**src/rtl/debug_trace_buffer.sv**
```systemverilog
// debug_trace_buffer: armable trace capture FIFO with PC trigger, length limit and drop counting
module debug_trace_buffer #(
  parameter int DEPTH = 16,
  parameter int LEN_W = 8
) (
  input  logic                     clk,
  input  logic                     reset_n,
  input  logic                     trace_valid,
  input  logic [31:0]              trace_pc,
  input  logic [31:0]              trace_instr,
  input  logic                     arm,
  input  logic                     trig_en,
  input  logic [31:0]              trig_pc,
  input  logic [LEN_W-1:0]         capture_len,
  output logic                     rd_valid,
  input  logic                     rd_ready,
  output logic [31:0]              rd_pc,
  output logic [31:0]              rd_instr,
  output logic [$clog2(DEPTH):0]   fill,
  output logic [LEN_W-1:0]         drop_count,
  output logic [1:0]               state
);
  localparam int AW = $clog2(DEPTH);
  typedef enum logic [1:0] {IDLE, ARMED, CAPTURE, DONE} state_t;
  state_t           state_q, state_d;
  logic [AW-1:0]    wr_ptr_q, rd_ptr_q;
  logic [AW:0]      fill_q, fill_d;
  logic [LEN_W-1:0] acc_q, acc_d, drop_q, drop_d;
  logic [31:0]      mem_pc [DEPTH];
  logic [31:0]      mem_instr [DEPTH];
  logic             hit, beat, full, rd, wr, drop, last;
  assign hit        = trace_valid && trace_pc == trig_pc;
  // arm wins: the beat presented in the arm cycle belongs to no session
  assign beat       = !arm && trace_valid && (state_q == CAPTURE || (state_q == ARMED && hit));
  assign full       = fill_q == (AW+1)'(DEPTH);
  assign rd         = rd_valid && rd_ready;
  assign wr         = beat && (!full || rd);
  assign drop       = beat && full && !rd;
  assign last       = wr && capture_len != '0 && LEN_W'(acc_q + 1'b1) == capture_len;
  assign rd_valid   = fill_q != '0;
  assign rd_pc      = mem_pc[rd_ptr_q];
  assign rd_instr   = mem_instr[rd_ptr_q];
  assign fill       = fill_q;
  assign drop_count = drop_q;
  assign state      = state_q;
  assign fill_d     = fill_q + (AW+1)'(wr) - (AW+1)'(rd);
  always_comb begin
    state_d = state_q;
    acc_d   = acc_q;
    drop_d  = drop_q;
    if (arm) begin
      state_d = trig_en ? ARMED : CAPTURE;
      acc_d   = '0;
      drop_d  = '0;
    end else begin
      if (state_q == ARMED && hit) state_d = CAPTURE;
      if (last) state_d = DONE;
      acc_d  = wr ? LEN_W'(acc_q + 1'b1) : acc_q;
      drop_d = (drop && drop_q != '1) ? LEN_W'(drop_q + 1'b1) : drop_q;
    end
  end
  always_ff @(posedge clk or negedge reset_n) begin
    if (!reset_n) begin
      state_q  <= IDLE;
      wr_ptr_q <= '0;
      rd_ptr_q <= '0;
      fill_q   <= '0;
      acc_q    <= '0;
      drop_q   <= '0;
    end else begin
      state_q  <= state_d;
      wr_ptr_q <= wr ? AW'(wr_ptr_q + 1'b1) : wr_ptr_q;
      rd_ptr_q <= rd ? AW'(rd_ptr_q + 1'b1) : rd_ptr_q;
      fill_q   <= fill_d;
      acc_q    <= acc_d;
      drop_q   <= drop_d;
    end
  end
  always_ff @(posedge clk) begin
    if (wr) begin
      mem_pc[wr_ptr_q]    <= trace_pc;
      mem_instr[wr_ptr_q] <= trace_instr;
    end
  end
endmodule

```
**config.mk**
```make
export PLATFORM = sky130hd
export DESIGN_NAME = debug_trace_buffer
export DESIGN_NICKNAME = d
export VERILOG_FILES = /design/src/rtl/debug_trace_buffer.sv
export SDC_FILE = /design/constraint.sdc
export NUM_CORES = 1
export LEC_CHECK = 0
export ABC_CLOCK_PERIOD_IN_PS = 25100
export CAP_MARGIN = 20
export CELL_PAD_IN_SITES_DETAIL_PLACEMENT = 1
export CELL_PAD_IN_SITES_GLOBAL_PLACEMENT = 1
export CORE_ASPECT_RATIO = 0.75
export CORE_MARGIN = 2
export CORE_UTILIZATION = 40
export DETAILED_ROUTE_END_ITERATION = 10
export GPL_TIMING_DRIVEN = 0
export PLACE_DENSITY_LB_ADDON = 0.1
export SYNTH_ARGS = -nofsm -noshare
export SYNTH_HDL_FRONTEND = slang
export SYNTH_SLANG_ARGS = --single-unit
```
**constraint.sdc**
```tcl
create_clock -name clk -period 25.1 [get_ports clk]
set_clock_uncertainty 0.1 [all_clocks]
set_input_delay 5.02 -clock clk [delete_from_list [all_inputs] [get_ports clk]]
set_output_delay 5.02 -clock clk [all_outputs]
set_load 0.02 [all_outputs]
```
# Word-level counts from Yosys, hierarchy flattened
# Memory sizes are Yosys's and may differ from the RTL's.
# Index checks and enable logic that the tools add are counted.
dict set report word_totals {
  mem_count 2
  word_cells 51
  ramBits 1024
  regBits 31
  output_inout_bits 80
  inputBits 110
}
dict set report classes {
  n_addsub 6
  muxes 10
  n_reduce_logical 21
  n_eq_ne 6
}
# memory depth word_bits rd rd_ports_with_merged_regs write_ports line_no
set memory_table {}
lappend memory_table {mem_instr 16 32 1 0 1 30} ;# logic [31:0] mem_instr [DEPTH];
lappend memory_table {mem_pc 16 32 1 0 1 29} ;# logic [31:0] mem_pc [DEPTH];
# operator n
set op_table {}
lappend op_table {{32-bit equality test} 1}
lappend op_table {{8-bit 2-to-1 mux} 4}
lappend op_table {{8-bit by 1-bit adder with 8-bit output (second input constant)} 2}
lappend op_table {{1-bit logical AND} 11}
lappend op_table {{4-bit by 1-bit adder with 4-bit output (second input constant)} 2}
lappend op_table {{8-bit equality test} 1}
lappend op_table {{2-bit 2-to-1 mux} 4}
lappend op_table {{8-bit inequality test (second input constant)} 1}
lappend op_table {{8-bit nonzero test} 1}
lappend op_table {{5-bit by 1-bit adder with 5-bit output} 1}
lappend op_table {{5-bit equality test (second input constant)} 1}
lappend op_table {{5-bit nonzero test} 1}
lappend op_table {{5-bit by 1-bit subtractor with 5-bit output} 1}
lappend op_table {{2-bit nonzero test} 2}
lappend op_table {{1-bit zero test} 3}
lappend op_table {{3-bit nonzero test} 1}
lappend op_table {{2-bit by 1-bit equality test with 1-bit output (second input constant)} 1}
lappend op_table {{2-bit equality test (second input constant)} 1}
lappend op_table {{1-bit logical OR} 2}
lappend op_table {{1-bit 2-to-1 mux} 2}

# Depth between registers and ports, before layout
dict set report depth {
  depth_word 10
  mapped_depth 19
  depth_no_buf 17
}

# Worst setup path after synthesis
# No wires, ideal clock.
dict set report synth_path {
  kind {input to register}
  startpoint {input trig_pc[26]}
  endpoint {memory mem_instr[0][0], enable pin}
  t_required_ps 24334
  cell_stages 8
  t_arrival_ps 12840
  setup_slack_ps 11494
  cell_sequence {xnor2_1 > nand4_1 > nor4b_1 > and4b_1 > buf_2 > nor2_4 > buf_4 > nor4b_1}
}
dict set report synth_between {
  elab_chain_cells 8
}
# element line_no
set synth_lines {}
lappend synth_lines {{start: declaration} 13} ;# input logic [31:0] trig_pc,
lappend synth_lines {{32-bit equality test} 32} ;# assign hit = trace_valid && trace_pc == trig_pc;
lappend synth_lines {{1-bit logical AND} 32}
lappend synth_lines {{1-bit logical AND} 34} ;# assign beat = !arm && trace_valid && (state_q == CAPTURE || (state_q == ARMED && hit));
lappend synth_lines {{1-bit logical OR} 34}
lappend synth_lines {{1-bit logical AND} 34}
lappend synth_lines {{1-bit logical AND} 37} ;# assign wr = beat && (!full || rd);
lappend synth_lines {{1-bit 2-to-1 mux} 80} ;# if (wr) begin
lappend synth_lines {{1-bit 2-to-1 mux (not written as such)} 82} ;# mem_instr[wr_ptr_q] <= trace_instr;
lappend synth_lines {{end: declaration} 30}
# No other way between the ends.

# Worst setup path in the final report
dict set report layout_path {
  startpoint {input trace_pc[19]}
  endpoint {memory mem_instr[1][13], enable pin}
}
dict set report layout_between {
  elab_chain_cells 8
}
# element line_no
set layout_lines {}
lappend layout_lines {{start: declaration} 9} ;# input logic [31:0] trace_pc,
lappend layout_lines {{32-bit equality test} 32}
lappend layout_lines {{1-bit logical AND} 32}
lappend layout_lines {{1-bit logical AND} 34}
lappend layout_lines {{1-bit logical OR} 34}
lappend layout_lines {{1-bit logical AND} 34}
lappend layout_lines {{1-bit logical AND} 37}
lappend layout_lines {{1-bit 2-to-1 mux} 80}
lappend layout_lines {{1-bit 2-to-1 mux (not written as such)} 82}
# No other way between the ends.

==> summary.md <==
| Metric | Value |
|---|---|
| Post-DR wirelength/cell | `30.1 um` |
| WHS Path Cells | `1` |
| 1st-iter DRT viols | `1886` |
| Final Instance Count excl. Fillers | `3581` |
| Gpl congestion | `0.740` |
| WL final | `108000 um` |
| Inst Count DP | `3381` |
| Worst VDD drop | `0.0542 mV` |
| First-pass GRT wire length | `155000 um` |
| Initial antenna violation count | `8` |
| Detail Route Antenna Nets | `0` |
| Fin nets | `2278` |
| Most area-consuming cells after synthesis | `edfxtp_1 75%, mux4_2 18%, dfrtp_1 1.9%` |
| Vias in the first global route | `21200` |
| Hold Fails Final Rpt | `0` |
| Worst Setup Path Type | `in2reg` |
| Static Leak | `15.9 nW` |
| Fin Hold WS | `0.450 ns` |
| Post-CTS Resized | `0` |
| H-Tree Depth | `3` |
| Crit-path cells | `clkdlybuf4s50_1, xnor2_1, nand4_1, nor4_1, and4b_1, buf_2, nor2_4, buf_4, nor4b_2, buf_4, buf_6, buf_4, buf_4, buf_4, buf_4` |
| Post-Syn Nets | `1809` |
| Die span in x | `373 um` |
| Pin count of the biggest net entering global routing | `32` |
| DP HPWL | `74500 um` |
| Fillers | `8987` |
| Ys Warns | `0` |
| Longest Clk Path Bufs | `3` |
| Post-Syn Area | `40800 um^2` |
| Aggregate global-route resource usage | `20.8%` |
| Vias | `19800` |
| Crit end category | `flop` |
| CP max stage cell | `nor4b_2` |
| Cells after Synth | `1685` |
| RSZ-0062 raised after global routing | `false` |
| Starting Density | `40.3%` |
| Cell with the most instances after synthesis | `edfxtp_1` |
| Area Overhead vs Synth | `22.2%` |
| Period utilization | `39.0%` |
| Worst Hold Class | `reg2reg` |
| Commonest cells post-synth | `1024 x edfxtp_1, 320 x mux4_2, 47 x clkbuf_1` |
| Root Driver | `clkbuf_16` |
| Postcts setup bufs | `0` |
| Num rows | `101` |
| Cell type with the largest total area after synthesis | `edfxtp_1` |
| Slew headroom | `24.4%` |
| Reg clk slew, reported paths | `0.06 ns` |
| Num ports | `190` |
| CTS tree | `built` |
| Fin crit period | `9.78 ns` |
| Drt first pass iters | `5` |
| Die Y | `280 um` |
| Die Footprint | `105000 um^2` |
| Power Density | `105 nW/um^2` |
| Status | `finished clean` |
| Post-synth ARST share | `2.94%` |
| Number of remaining DRC errors | `0` |
| Synth top area share | `75.4%` |
| Predominant post-synthesis flop cell | `edfxtp_1` |
| Share of cells above drive strength 1 | `30.7%` |
| Crit path top cell by count | `buf_4` |
| IO Port Bufs | `189` |
| Largest fanout on the critical path | `17` |
| Worst Path Required | `25.38 ns` |
| CP arrival | `10.06 ns` |
| Num CTS Buffers | `105` |
| Max-Cap Viols | `0` |
| Gr ovfl total | `0` |
| R2R depth | `15` |
| Flops & latches, synth | `1055` |
| CP peak stage delay | `0.75 ns` |
| Post-synth EDFFs | `1024` |
| Clock sink count | `1055` |
| Fmax | `0.102 GHz` |
| Drt via density | `5.52` |
| Sequential-to-total area share from yosys stat | `77.3%` |
| Worst-Skew Late Latency | `0.68 ns` |
| Endpoints failing setup | `0` |
| Setup crit start kind | `primary input` |
| Core Area | `101000 um^2` |
| Worst-Margin Slew | `1.13 ns` |
| Hold_buf cts | `0` |
| Avg Cell Area, Syn | `24.2 um^2` |
| Max Slew Vio Count | `0` |
| Synth unique cells | `57` |
-- layout make-up --
| class | count | area (um^2) | area share, % |
|---|---|---|---|
| Tap cell | 1339 | 1680 | 3.36 |
| Sequential cell | 1055 | 31500 | 63.3 |
| Timing Repair Buffer | 362 | 3800 | 7.62 |
| Clock inverter | 65 | 649 | 1.30 |
| Antenna cell | 2 | 5.00 | 0.0100 |
| Buffer | 80 | 327 | 0.656 |
| Multi-Input combinational cell | 537 | 9010 | 18.1 |
| Inverter | 13 | 48.8 | 0.0980 |
| Clock buffer | 128 | 2780 | 5.58 |
-- final timing paths --
kind	startpoint	to	slack (ns)
max	trace_pc[19]	mem_instr[1][13]	15.32
min	acc_q[5]	acc_q[5]	0.45
max reg2reg	fill[2]	mem_instr[1][13]	20.78
min reg2reg	acc_q[5]	acc_q[5]	0.45
max in group asynchronous	reset_n	wr_ptr_q[0]	19.97
min in group asynchronous	reset_n	state[1]	4.35
-- metal layers --
| layer | GRT usage (%) | share of wire, % |
|---|---|---|
| met3 | 3.65 | 5.3 |
| met4 | 4.42 | 1.6 |
| met1 | 29.6 | 44 |
| met2 | 34.0 | 49 |
| met5 | 0 | 0.073 |
-- per-stage QoR --
step | total power [mW] | area (um^2) | setup TNS (ns) | util (%) | setup slack, ns
CTS | 5.30 | 49700 | 0 | 49.2 | 15.25
finish | 5.23 | 49800 | 0 | 49.3 | 15.32
detailed placement | 3.73 | 46300 | 0 | 45.8 | 14.53
global placement | 3.67 | 44300 | -312.02 | 43.8 | -1.52
floorplan | 3.03 | 40800 | 0 | - | 11.49
global route | 5.43 | 49800 | 0 | 49.3 | 15.04
-- critical path, delay by kind of cell --
| family | cells | cell delay, ns |
|---|---|---|
| buffers and inverters | 9 | 2.37 |
| and+or+nand+nor | 5 | 2.09 |
| xor gates and xnor gates | 1 | 0.53 |
-- cells by family (layout without fill, tap and decap cells) --
group / Yosys count / count (layout) / synth area share, %
DFF: 1055 / 1055 / 77.3
muxes: 333 / 333 / 18.0
other: 0 / 2 / 0
and+or+nand+nor: 109 / 109 / 1.63
AOI/OAI and AO/OA: 27 / 27 / 0.482
buffers and inverters: 93 / 648 / 0.921
adders and majority gates: 14 / 14 / 0.448
xor gates and xnor gates: 54 / 54 / 1.16
-- power breakdown --
group	leakage [nW]	internal (mW)	total (mW)	switching, mW
sequential	9.61	1.97	1.99	0.0206
clock	1.65	0.902	1.57	0.664
combinational	4.61	0.822	1.67	0.850
total	15.9	3.70	5.23	1.53
-- registers in the layout, indices dropped and copies added (netlist names) --
| name | flops |
|---|---|
| mem_instr | 512 |
| fill | 5 |
| state | 2 |
| rd_ptr_q | 4 |
| mem_pc | 512 |
| drop_count | 8 |
| acc_q | 8 |
| wr_ptr_q | 4 |
-- placed cells by master (no fill, tap or decap), types with 3 or more instances in the layout --
cell	count
a21oi_1	4
clkdlybuf4s50_1	188
clkinv_2	19
nand3_1	11
o21ai_1	4
buf_6	85
nand4_1	14
edfxtp_1	1024
buf_4	55
xnor2_1	46
buf_1	16
and2_1	3
nor4bb_4	6
nor3_1	4
buf_2	16
bufinv_16	11
nor2_1	12
nor4b_2	4
nand2_1	19
clkbuf_1	67
nor2b_1	6
mux4_2	320
nor4_1	5
nor3_2	3
mux2_1	5
clkbuf_16	108
buf_12	6
o2111ai_1	3
buf_8	29
clkinv_1	20
clkinvlp_4	10
xor2_1	8
ha_1	13
dfrtp_1	31
mux2i_1	7
nor2_4	3
inv_1	13
Note: power is estimated with default switching activity, not from simulation.
